$ cat config.mk
export PLATFORM = sky130hd
export DESIGN_NAME = button_event_gen_flat
export DESIGN_NICKNAME = d
export VERILOG_FILES = /design/src/rtl/button_event_gen_if.sv /design/src/rtl/button_event_gen.sv /design/src/flat_wrapper.sv
export SDC_FILE = /design/constraint.sdc
export NUM_CORES = 1
export LEC_CHECK = 0
export ABC_CLOCK_PERIOD_IN_PS = 5100
export CAP_MARGIN = 25
export CORE_MARGIN = 3
export CORE_UTILIZATION = 60
export CTS_BUF_LIST = sky130_fd_sc_hd__clkbuf_2
export CTS_CLUSTER_DIAMETER = 40
export DETAILED_ROUTE_END_ITERATION = 10
export PLACE_DENSITY_LB_ADDON = 0.3
export RECOVER_POWER = 50
export SYNTH_ARGS = -nofsm -noshare
export SYNTH_HDL_FRONTEND = slang
export SYNTH_SLANG_ARGS = --single-unit
$ cat constraint.sdc
create_clock -name i_clk -period 5.1 [get_ports i_clk]
set_input_delay 1.02 -clock i_clk [delete_from_list [all_inputs] [get_ports i_clk]]
set_output_delay 1.02 -clock i_clk [all_outputs]
set_load 0.005 [all_outputs]
$ cat src/rtl/button_event_gen_if.sv
// button_event_gen_if: front-panel switch level in, event pulses/levels out.
// master drives the switch level, slave is the event generator.
interface button_event_gen_if;
  logic i_switch;
  logic o_press;
  logic o_release;
  logic o_held;
  logic o_long_pulse;
  logic o_long;
  logic o_repeat;

  modport master (
    output i_switch,
    input  o_press,
    input  o_release,
    input  o_held,
    input  o_long_pulse,
    input  o_long,
    input  o_repeat
  );

  modport slave (
    input  i_switch,
    output o_press,
    output o_release,
    output o_held,
    output o_long_pulse,
    output o_long,
    output o_repeat
  );
endinterface

$ cat src/rtl/button_event_gen.sv
// button_event_gen: debounced level -> press/release/long/repeat events.
// Auto-repeat is built only when BUTTON_AUTO_REPEAT_EN is defined.
module button_event_gen #(
  parameter int LONG_PRESS_LIMIT = 12500000,
  parameter int REPEAT_PERIOD    = 2500000,
  parameter int CNT_WIDTH        = 24
) (
  input  logic                i_clk,
  input  logic                i_rst_n,
  button_event_gen_if.slave   btn
);

  typedef enum logic [1:0] {
    S_IDLE  = 2'd0,
    S_PRESS = 2'd1,
    S_LONG  = 2'd2
  } state_t;

  localparam logic [CNT_WIDTH-1:0] LONG_TC =
    CNT_WIDTH'(LONG_PRESS_LIMIT - 1);

  // Reject parameter sets the counter cannot represent.
  if (LONG_PRESS_LIMIT < 2) begin : g_bad_limit
    $error("LONG_PRESS_LIMIT must be >= 2");
  end
  if (REPEAT_PERIOD < 2) begin : g_bad_period
    $error("REPEAT_PERIOD must be >= 2");
  end
  if (CNT_WIDTH < 31) begin : g_width_chk
    if ((LONG_PRESS_LIMIT - 1) >= (1 << CNT_WIDTH) ||
        (REPEAT_PERIOD - 1) >= (1 << CNT_WIDTH)) begin : g_bad_width
      $error("CNT_WIDTH too narrow");
    end
  end

  state_t               state_q, state_d;
  logic [CNT_WIDTH-1:0] cnt_q, cnt_d;
  logic                 prev_q;
  logic                 press_q, press_d;
  logic                 rel_q, rel_d;
  logic                 held_q;
  logic                 lp_q, lp_d;
  logic                 long_q;
  logic                 sw;

  assign sw = btn.i_switch;

`ifdef BUTTON_AUTO_REPEAT_EN
  localparam logic [CNT_WIDTH-1:0] REP_TC =
    CNT_WIDTH'(REPEAT_PERIOD - 1);

  logic rep_q, rep_d;
`endif

  // Next state, counter and pulse decode; release beats any terminal count.
  always_comb begin
    state_d = state_q;
    cnt_d   = cnt_q;
    press_d = 1'b0;
    rel_d   = 1'b0;
    lp_d    = 1'b0;
`ifdef BUTTON_AUTO_REPEAT_EN
    rep_d   = 1'b0;
`endif
    unique case (state_q)
      S_IDLE: begin
        cnt_d = '0;
        if (sw && !prev_q) begin
          state_d = S_PRESS;
          press_d = 1'b1;
        end
      end
      S_PRESS: begin
        unique case (1'b1)
          !sw: begin
            state_d = S_IDLE;
            cnt_d   = '0;
            rel_d   = prev_q;
          end
          (sw && cnt_q == LONG_TC): begin
            state_d = S_LONG;
            cnt_d   = '0;
            lp_d    = 1'b1;
          end
          default: begin
            cnt_d = cnt_q + 1'b1;
          end
        endcase
      end
      S_LONG: begin
`ifdef BUTTON_AUTO_REPEAT_EN
        unique case (1'b1)
          !sw: begin
            state_d = S_IDLE;
            cnt_d   = '0;
            rel_d   = prev_q;
          end
          (sw && cnt_q == REP_TC): begin
            cnt_d = '0;
            rep_d = 1'b1;
          end
          default: begin
            cnt_d = cnt_q + 1'b1;
          end
        endcase
`else
        cnt_d = '0;
        if (!sw) begin
          state_d = S_IDLE;
          rel_d   = prev_q;
        end
`endif
      end
      default: begin
        state_d = S_IDLE;
        cnt_d   = '0;
      end
    endcase
  end

  // State, counter, edge history and registered outputs.
  always_ff @(posedge i_clk or negedge i_rst_n) begin
    if (!i_rst_n) begin
      state_q <= S_IDLE;
      cnt_q   <= '0;
      prev_q  <= 1'b0;
      press_q <= 1'b0;
      rel_q   <= 1'b0;
      held_q  <= 1'b0;
      lp_q    <= 1'b0;
      long_q  <= 1'b0;
    end else begin
      state_q <= state_d;
      cnt_q   <= cnt_d;
      prev_q  <= sw;
      press_q <= press_d;
      rel_q   <= rel_d;
      held_q  <= (state_d != S_IDLE);
      lp_q    <= lp_d;
      long_q  <= (state_d == S_LONG);
    end
  end

`ifdef BUTTON_AUTO_REPEAT_EN
  // Auto-repeat pulse register.
  always_ff @(posedge i_clk or negedge i_rst_n) begin
    if (!i_rst_n) begin
      rep_q <= 1'b0;
    end else begin
      rep_q <= rep_d;
    end
  end

  assign btn.o_repeat = rep_q;
`else
  assign btn.o_repeat = 1'b0;
`endif

  assign btn.o_press      = press_q;
  assign btn.o_release    = rel_q;
  assign btn.o_held       = held_q;
  assign btn.o_long_pulse = lp_q;
  assign btn.o_long       = long_q;

endmodule

$ cat src/flat_wrapper.sv
// flat-port wrapper written by rule: the top's interface ports become plain ports
module button_event_gen_flat 
#(
  parameter int LONG_PRESS_LIMIT = 12500000,
  parameter int REPEAT_PERIOD    = 2500000,
  parameter int CNT_WIDTH        = 24
)
  (i_clk, i_rst_n, btn_i_switch, btn_o_press, btn_o_release, btn_o_held, btn_o_long_pulse, btn_o_long, btn_o_repeat);
  button_event_gen_if btn_i ();
  input  logic i_clk;
  input  logic i_rst_n;
  input wire logic [$bits(btn_i.i_switch)-1:0] btn_i_switch;
  output wire logic [$bits(btn_i.o_press)-1:0] btn_o_press;
  output wire logic [$bits(btn_i.o_release)-1:0] btn_o_release;
  output wire logic [$bits(btn_i.o_held)-1:0] btn_o_held;
  output wire logic [$bits(btn_i.o_long_pulse)-1:0] btn_o_long_pulse;
  output wire logic [$bits(btn_i.o_long)-1:0] btn_o_long;
  output wire logic [$bits(btn_i.o_repeat)-1:0] btn_o_repeat;
  assign btn_i.i_switch = btn_i_switch;
  assign btn_o_press = btn_i.o_press;
  assign btn_o_release = btn_i.o_release;
  assign btn_o_held = btn_i.o_held;
  assign btn_o_long_pulse = btn_i.o_long_pulse;
  assign btn_o_long = btn_i.o_long;
  assign btn_o_repeat = btn_i.o_repeat;
  button_event_gen #(.LONG_PRESS_LIMIT(LONG_PRESS_LIMIT), .REPEAT_PERIOD(REPEAT_PERIOD), .CNT_WIDTH(CNT_WIDTH)) u_core (.i_clk(i_clk), .i_rst_n(i_rst_n), .btn(btn_i));
endmodule
==> flow_summary.ini, run 1 <==
[status]
status = finished, violations left
violations = max-capacitance violations, max-slew violations

[critical_path]
cpPeakStageDelay_ps = 1200
worstSetupPathType = primary input to async pin
cp_max_fo = 32
path_buf_inv = 2
endpoint_kind = async pin
crit_path_top_delay_cell = clkbuf_1
required_ps = 5310
cp_cell_sequence = dlygate4sd3_1 -> clkbuf_1
startpoint_type = primary input
arrival_ps = 2740
crit_family = buffers and inverters

[synthesis]
synth_top_area_cell = dfrtp_1
seq_area_frac_synth = 0.5075
syn_avg_cell_area_sq_um = 10.38
ys_warn_count = 0
yosys.area.top_type_share = 0.5075
ys_ff_latch = 32
syn_nets = 160
synthCells = 152
ys_types = 36
ys_top_cells_by_area = dfrtp_1 51%, nor2_1 5.0%, xnor2_1 5.0%, xor2_1 5.0%, ha_1 4.0%
syn-cell-area_sq_um = 1578

[timing]
period_minus_slack_ps = 2536
rsz0062_at_grt = no
tightestPinTransition_ps = 1663
slew_headroom = -0.1088
finalSetupTns_ps = 0
setup_violations = 0
finClkSkew_ps = 14.21
fmax_mhz = 394.4
min_period_over_period = 0.4972
holdWs_ps = 495.8
hold_viol = 0
final-max-slew-violation-count = 33

[clock_network]
clockBufferDepth = 2
cts_tree = built
cts_buffers = 5
cts.sinks = 32
cts_hold_buf = 0
cts_root_buf = clkbuf_2
cts_resized = 0
ctsHtreeMaxLevel = 2
postCtsSetupRepairBufs = 0
clk_latency_ps = 380
cts.reportedPaths.clkPinSlew_ps = 170

[detailed_routing]
wl_per_cell_um = 15.25
route.antenna.remaining_nets = 0
via_count = 1137
first_pass_iters = 4
route.detailed.drc = 0
wirelength_um = 2943
via_per_inst = 5.891
drt_iter0_markers = 29

[pwr]
power_leakage_nw = 0.7827
p_per_area_nw_per_um2 = 277.4
ir_worst_vdd_mv = 0.2591

[grt]
antenna_found_initial = 0
grt_max_degree = 33
grt_first_pass_wirelength_um = 5050
grt_pass1_vias = 1149
overflow = 0
grtUsageTotal = 0.2020

[job]
cap_viol_max_count = 1

[cells_and_area]
fin_area_sq_um = 1710
n_antenna_cell = 0
layout-drive-gt1-share = 0.1212
nNetsFinal = 172
area_growth_syn_to_layout_pct = 8.406

[min_path]
hold_class = register to register

[place]
portBuffers = 7
globalplace.congestion = 0.7868
placed_area_sq_um = 1675
hpwlAfterDp_um = 2087

[die]
core_area_sq_um = 2361
start_util = 0.6683
rows = 17
io_pins = 9
die_h_um = 57.28
die_area_sq_um = 3281
die_w_um = 57.28
-- final timing paths --
check | startpoint | end | slack, ps | cells after the start
setup / recovery | i_rst_n | u_core.cnt_q[7] | 2560 | 2
max in group i_clk | u_core.btn.o_long | btn_o_long | 2820 | 1
setup reg to reg | u_core.cnt_q[6] | u_core.cnt_q[19] | 3060 | 5
hold / removal | u_core.prev_q | u_core.btn.o_press | 500 | 1
min in group asynchronous | i_rst_n | u_core.cnt_q[22] | 1580 | 2
hold reg to reg | u_core.prev_q | u_core.btn.o_press | 500 | 1
-- where the power goes --
part	internal [W]	switching (W)
sequential	0.000266	0.00000965
combinational	0.0000334	0.0000483
clock	0.0000307	0.0000863
-- cells in the final DEF, fill, tap and decap left out, drive strengths merged, types with 6 or more instances in the layout --
cell     n
nand4    7
nor2    21
o21ai    6
xor2     9
dfrtp   32
clkbuf   6
xnor2    9
nand3    7
nand2    9
and3     6
-- cells by family (layout without fill, tap and decap cells) --
group,count (synthesis),count (layout),synth area share
compound gates,16,16,0.06424
xor+xnor,18,18,0.09993
other cells,1,1,0.002377
fa+ha+maj,5,5,0.03965
flops,32,32,0.5075
buf+inv,9,22,0.02617
simple gates,71,71,0.2601
-- cells in the mapped netlist, drive strengths merged --
library cell / count
and4: 3
a21o: 1
nand4b: 2
nor3b: 2
o21ai: 6
inv: 5
and2: 1
and2b: 1
or4: 1
a211o: 1
a31oi: 1
nand4: 7
nor4: 2
o31ai: 1
ha: 5
nor3: 3
a211oi: 1
buf: 4
nand2: 9
or2: 1
and3: 6
nand3: 7
a21oi: 5
xor2: 9
or3: 4
and4bb: 1
nor2: 21
conb: 1
dfrtp: 32
xnor2: 9
-- sequential cells by signal, indices dropped and copies added (netlist names) --
name,flops
u_core.btn.o_held,1
u_core.btn.o_long,1
u_core.btn.o_long_pulse,1
u_core.btn.o_press,1
u_core.btn.o_release,1
u_core.cnt_q,24
u_core.prev_q,1
u_core.state_q,2
-- final cells by class --
class,instances,area [sq um]
Clock buffer,5,25.02
Clock inverter,3,13.76
Fill cell,163,650.6
Inverter,5,18.77
Multi-Input combinational cell,111,735.7
Sequential cell,32,800.8
Tap cell,28,35.03
Timing Repair Buffer,9,81.33
-- metal layers --
layer / vias to the layer above / global-route usage / routed length, um
met1: 553 / 0.2515 / 1288
met5: - / 0 / 0
met4: 0 / 0.06623 / 16
met2: 28 / 0.3295 / 1473
li1: 552 / - / -
met3: 4 / 0.07014 / 164
-- through the flow --
stage | util | cells | power, W | worst slack, ps
after floorplan | - | 152 | 0.0003279 | 3195
after global placement | 0.7096 | 185 | 0.0003568 | 2591
after detailed placement | 0.7096 | 185 | 0.0003624 | 2544
after CTS | 0.7260 | 193 | 0.0004768 | 2810
after global routing | 0.7244 | 193 | 0.0005000 | 2315
final | 0.7244 | 193 | 0.0004744 | 2564
Power figures use the tool's default switching activity.
==> run 2: changes to the inputs <==
Settings changed: ABC_CLOCK_PERIOD_IN_PS 5100 to 2500.
Clock period 5.1 ns to 2.5 ns, I/O delays scaled along.
==> run 2 against run 1 <==
  * The run still ends with max-capacitance violations, max-slew violations left
  * Setup slack got worse by 2100 ps
  * Highest routed layer unchanged
  * Critical path type is now register to register
  * Core utilization up 0.37 points
  * Sequential power up 100%
  * Largest cell class unchanged
  * Wire length down 4.1%
  * Via count shrank 2.3%
==> flow_summary.ini, run 2 (synthesis gave the netlist of run 1 again) <==
[timing]
min_period_over_period = 0.7986
fmax_mhz = 500.9
hold_viol = 0
slew_headroom = -0.1130
period_minus_slack_ps = 1997
setup_violations = 0
finalSetupTns_ps = 0
rsz0062_at_grt = no
finClkSkew_ps = 15.51
final-max-slew-violation-count = 33
tightestPinTransition_ps = 1670

[clock_network]
cts_resized = 0
clk_latency_ps = 370
cts_tree = built
cts_hold_buf = 0
clockBufferDepth = 2
cts_buffers = 5
cts.reportedPaths.clkPinSlew_ps = 140
cts.sinks = 32
postCtsSetupRepairBufs = 0
cts_root_buf = clkbuf_2
ctsHtreeMaxLevel = 2

[critical_path]
worstSetupPathType = register to register
arrival_ps = 2300
crit_family = simple AND/OR/NAND/NOR gates
reg2regPathDepth = 5
path_buf_inv = 0
cp_max_fo = 7
endpoint_kind = register
crit_path_top_delay_cell = or4_1
cp_cell_sequence = or4_1 -> nand4b_4 -> or3_4 -> or2_4 -> a21oi_2
startpoint_type = register
cp_num_cells = 5
cpPeakStageDelay_ps = 570
required_ps = 2810

[die]
start_util = 0.6683
die_w_um = 57.28
die_h_um = 57.28
die_area_sq_um = 3281
core_area_sq_um = 2361
rows = 17
io_pins = 9

[pwr]
switchingPower_w = 0.0002777
p_per_area_nw_per_um2 = 552.4
swShare = 0.2924
power_leakage_nw = 0.7860
pwr-share-seq = 0.593
ir_worst_vdd_mv = 0.5442
internal_power_w = 0.0006720
clkPwrFrac = 0.229
combinationalPowerShare = 0.178

[grt]
grt_max_degree = 33
grt_pass1_vias = 1146
overflow = 0
grt_first_pass_wirelength_um = 5016
antenna_found_initial = 0
grtUsageTotal = 0.1997

[min_path]
hold_class = register to register
hold_depth = 1

[cells_and_area]
final_common_cell = dfrtp_1
area_growth_syn_to_layout_pct = 8.961
regMostFlops = u_core.cnt_q
fin_area_sq_um = 1719
layout-drive-gt1-share = 0.1205
n_antenna_cell = 0
mostFrequentLayoutCells = 32 x dfrtp_1, 21 x nor2_1, 9 x nand2_1, 9 x xnor2_1, 9 x xor2_1
nNetsFinal = 174
reg_top3 = u_core.cnt_q x24, u_core.state_q x2
largest_reg_flops = 24

[detailed_routing]
route.detailed.drc = 0
via_count = 1111
via_per_inst = 5.727
first_pass_iters = 4
drt_iter0_markers = 51
wl_per_cell_um = 14.55
route.antenna.remaining_nets = 0
wirelength_um = 2822

[place]
placed_area_sq_um = 1690
globalplace.congestion = 0.8554
portBuffers = 7
hpwlAfterDp_um = 2092

[job]
cap_viol_max_count = 1

[status]
violations = max-capacitance violations, max-slew violations
status = finished, violations left
run 2: cell type report:
| type | count | area (sq um) |
|---|---|---|
| multi-input combinational | 111 | 735.7 |
| sequential | 32 | 800.8 |
| clock inverter | 2 | 7.507 |
| inverter | 5 | 18.77 |
| tap | 28 | 35.03 |
| timing repair buffer | 11 | 96.34 |
| fill | 177 | 641.9 |
| clock buffer | 5 | 25.02 |
run 2: layer usage:
layer | vias to the layer above | track usage | wire, um
li1 | 552 | - | -
met1 | 516 | 0.2679 | 1326
met2 | 33 | 0.2985 | 1273
met3 | 10 | 0.05882 | 157
met4 | 0 | 0.09272 | 65
met5 | - | 0 | 0
run 2: worst paths after layout:
check	from	endpoint	slack (ps)
max	u_core.cnt_q[5]	u_core.btn.o_long	500
min	u_core.prev_q	u_core.btn.o_press	480
max reg2reg	u_core.cnt_q[5]	u_core.btn.o_long	500
min reg2reg	u_core.prev_q	u_core.btn.o_press	480
max in group asynchronous	i_rst_n	u_core.cnt_q[6]	520
min in group asynchronous	i_rst_n	u_core.cnt_q[19]	1010
run 2: power by group through the flow:
stage	combinational [W]	sequential [W]	clock [W]
final	0.000169	0.000564	0.000217
after global routing	0.000191	0.000567	0.000246
after CTS	0.000173	0.000564	0.000229
after detailed placement	0.000171	0.000574	0
after global placement	0.000167	0.000570	0
after floorplan	0.0000994	0.000570	0
run 2: metrics by stage:
step           cells  hold WS (ps)    util  power [W]  worst slack, ps
2_1_floorplan    152         204.4       -  0.0006690            615.6
3_3_place_gp     187         451.4  0.7160  0.0007367            515.2
3_5_place_dp     187         461.5  0.7160  0.0007452            451.9
4_1_cts          194         482.6  0.7297  0.0009670            498.9
5_1_grt          194         523.9  0.7281   0.001004            236.1
6_report         194         481.3  0.7281  0.0009497            503.5
==> run 3: changes to the inputs <==
Settings changed: ABC_CLOCK_PERIOD_IN_PS 2500 to 2100.
Clock period 2.5 ns to 2.1 ns, I/O delays scaled along.
==> run 3 against run 2 <==
  * The flow now finishes without violations
  * Critical path depth unchanged
  * Via count up 1.9%
  * Hold slack better by 26 ps
  * Sequential power up 19%
  * Register-to-register slack worse by 370 ps
  * Setup slack worse by 370 ps
  * Sequential share of layout area down 0.20 points
  * Critical path type unchanged
  * Cell area up 0.44%
  * Total power up 20%
  * Fmax up 1.4%
==> flow_summary.ini, run 3 (synthesis gave the netlist of run 1 again) <==
[timing]
min_period_over_period = 0.9379
final-max-slew-violation-count = 0
rsz0062_at_grt = no
hold_viol = 0
tightestPinTransition_ps = 759.9
slew_headroom = 0.4934
holdWs_ps = 507.4
setup_violations = 0
finClkSkew_ps = 15.40
finalSetupTns_ps = 0
period_minus_slack_ps = 1970
fmax_mhz = 507.7

[detailed_routing]
route.antenna.remaining_nets = 0
wirelength_um = 2965
route.detailed.drc = 0
met1Wirelength_um = 1407
first_pass_iters = 4
via_per_inst = 5.805
met2_length_um = 1417
wl_per_cell_um = 15.21
via_count = 1132
top_layer_used = met4
wl_met3_um = 106
drt_iter0_markers = 43

[place]
globalplace.congestion = 0.8473
placed_area_sq_um = 1690
portBuffers = 7
hpwlAfterDp_um = 2137
place_inst = 187

[die]
die_w_um = 57.28
die_area_sq_um = 3281
start_util = 0.6683
core_area_sq_um = 2361
die_h_um = 57.28
rows = 17
io_pins = 9

[cells_and_area]
fin_util = 0.7313
area_growth_syn_to_layout_pct = 9.437
regMostFlops = u_core.cnt_q
largest_reg_flops = 24
reg_top3 = u_core.cnt_q x24, u_core.state_q x2
final_common_cell = dfrtp_1
mostFrequentLayoutCells = 32 x dfrtp_1, 21 x nor2_1, 9 x nand2_1, 9 x xnor2_1, 9 x xor2_1
layout-drive-gt1-share = 0.1377
fin_area_sq_um = 1727
final_cell_count_no_fill = 195
n_antenna_cell = 0
nNetsFinal = 174

[clock_network]
cts.reportedPaths.clkPinSlew_ps = 160
postCtsSetupRepairBufs = 0
clockBufferDepth = 2
clk_latency_ps = 360
cts_root_buf = clkbuf_2
cts_tree = built
cts_resized = 0
cts.sinks = 32
cts_buffers = 5
cts_hold_buf = 0
ctsHtreeMaxLevel = 2

[min_path]
holdPathEnd = u_core.btn.o_press
hold_class = register to register
hold_start = u_core.prev_q
hold_depth = 1

[grt]
grtUsageTotal = 0.2091
grt_first_pass_wirelength_um = 5237
overflow = 0
grt_max_degree = 33
antenna_found_initial = 0
grt_pass1_vias = 1186

[pwr]
power_leakage_nw = 0.7966
p_per_area_nw_per_um2 = 659.0
ir_worst_vdd_mv = 0.5313

[critical_path]
reg2regPathDepth = 5
rr_endpoint = u_core.btn.o_long
arrival_ps = 2250
rr_startpoint = u_core.cnt_q[7]
crit_path_start = u_core.cnt_q[7]
startpoint_type = register
ff2ff_setup_slack_ps = 130
endpoint_kind = register
cp_max_fo = 5
required_ps = 2380
worstSetupPathType = register to register

[status]
status = finished clean

[job]
cap_viol_max_count = 0
-- run 3: layer usage --
layer,GRT usage,up-vias
met4,0.07616,0
li1,-,555
met2,0.3491,22
met5,0,-
met3,0.05204,5
met1,0.2636,550
-- run 3: critical path: stages (launching register included) --
cell and delay [ps]:
dfrtp_1 450, or4_1 540, nand4b_4 190, or3_4 360, or2_4 250, a21oi_2 140
-- run 3: layout make-up --
| type | instances | area (sq um) |
|---|---|---|
| Multi-Input combinational cell | 111 | 735.7 |
| Fill cell | 169 | 634.4 |
| Sequential cell | 32 | 800.8 |
| Tap cell | 28 | 35.03 |
| Clock inverter | 3 | 13.76 |
| Timing Repair Buffer | 11 | 97.59 |
| Inverter | 5 | 18.77 |
| Clock buffer | 5 | 25.02 |
-- run 3: metrics by stage --
step           worst slack [ps]   power, W
4_1_cts                   119.5   0.001149
3_3_place_gp              196.6  0.0008705
3_5_place_dp              141.0  0.0008783
5_1_grt                   47.20   0.001199
2_1_floorplan             215.6  0.0007964
6_report                  130.3   0.001138
-- run 3: report_power, final --
group	internal (W)	switching [W]	leakage [nW]
Combinational	0.0000803	0.000117	0.326
Sequential	0.000646	0.0000233	0.440
Clock	0.0000746	0.000197	0.0302
-- run 3: worst max-delay path by stage --
| stage | to | slack [ps] | cells after the start |
|---|---|---|---|
| 2_1_floorplan | u_core.btn.o_long | 220 | 5 |
| 3_3_place_gp | u_core.btn.o_long | 200 | 5 |
| 3_5_place_dp | u_core.btn.o_long | 140 | 5 |
| 4_1_cts | u_core.btn.o_long | 120 | 5 |
| 5_1_grt | u_core.btn.o_long | 50 | 5 |
| 6_report | u_core.btn.o_long | 130 | 5 |
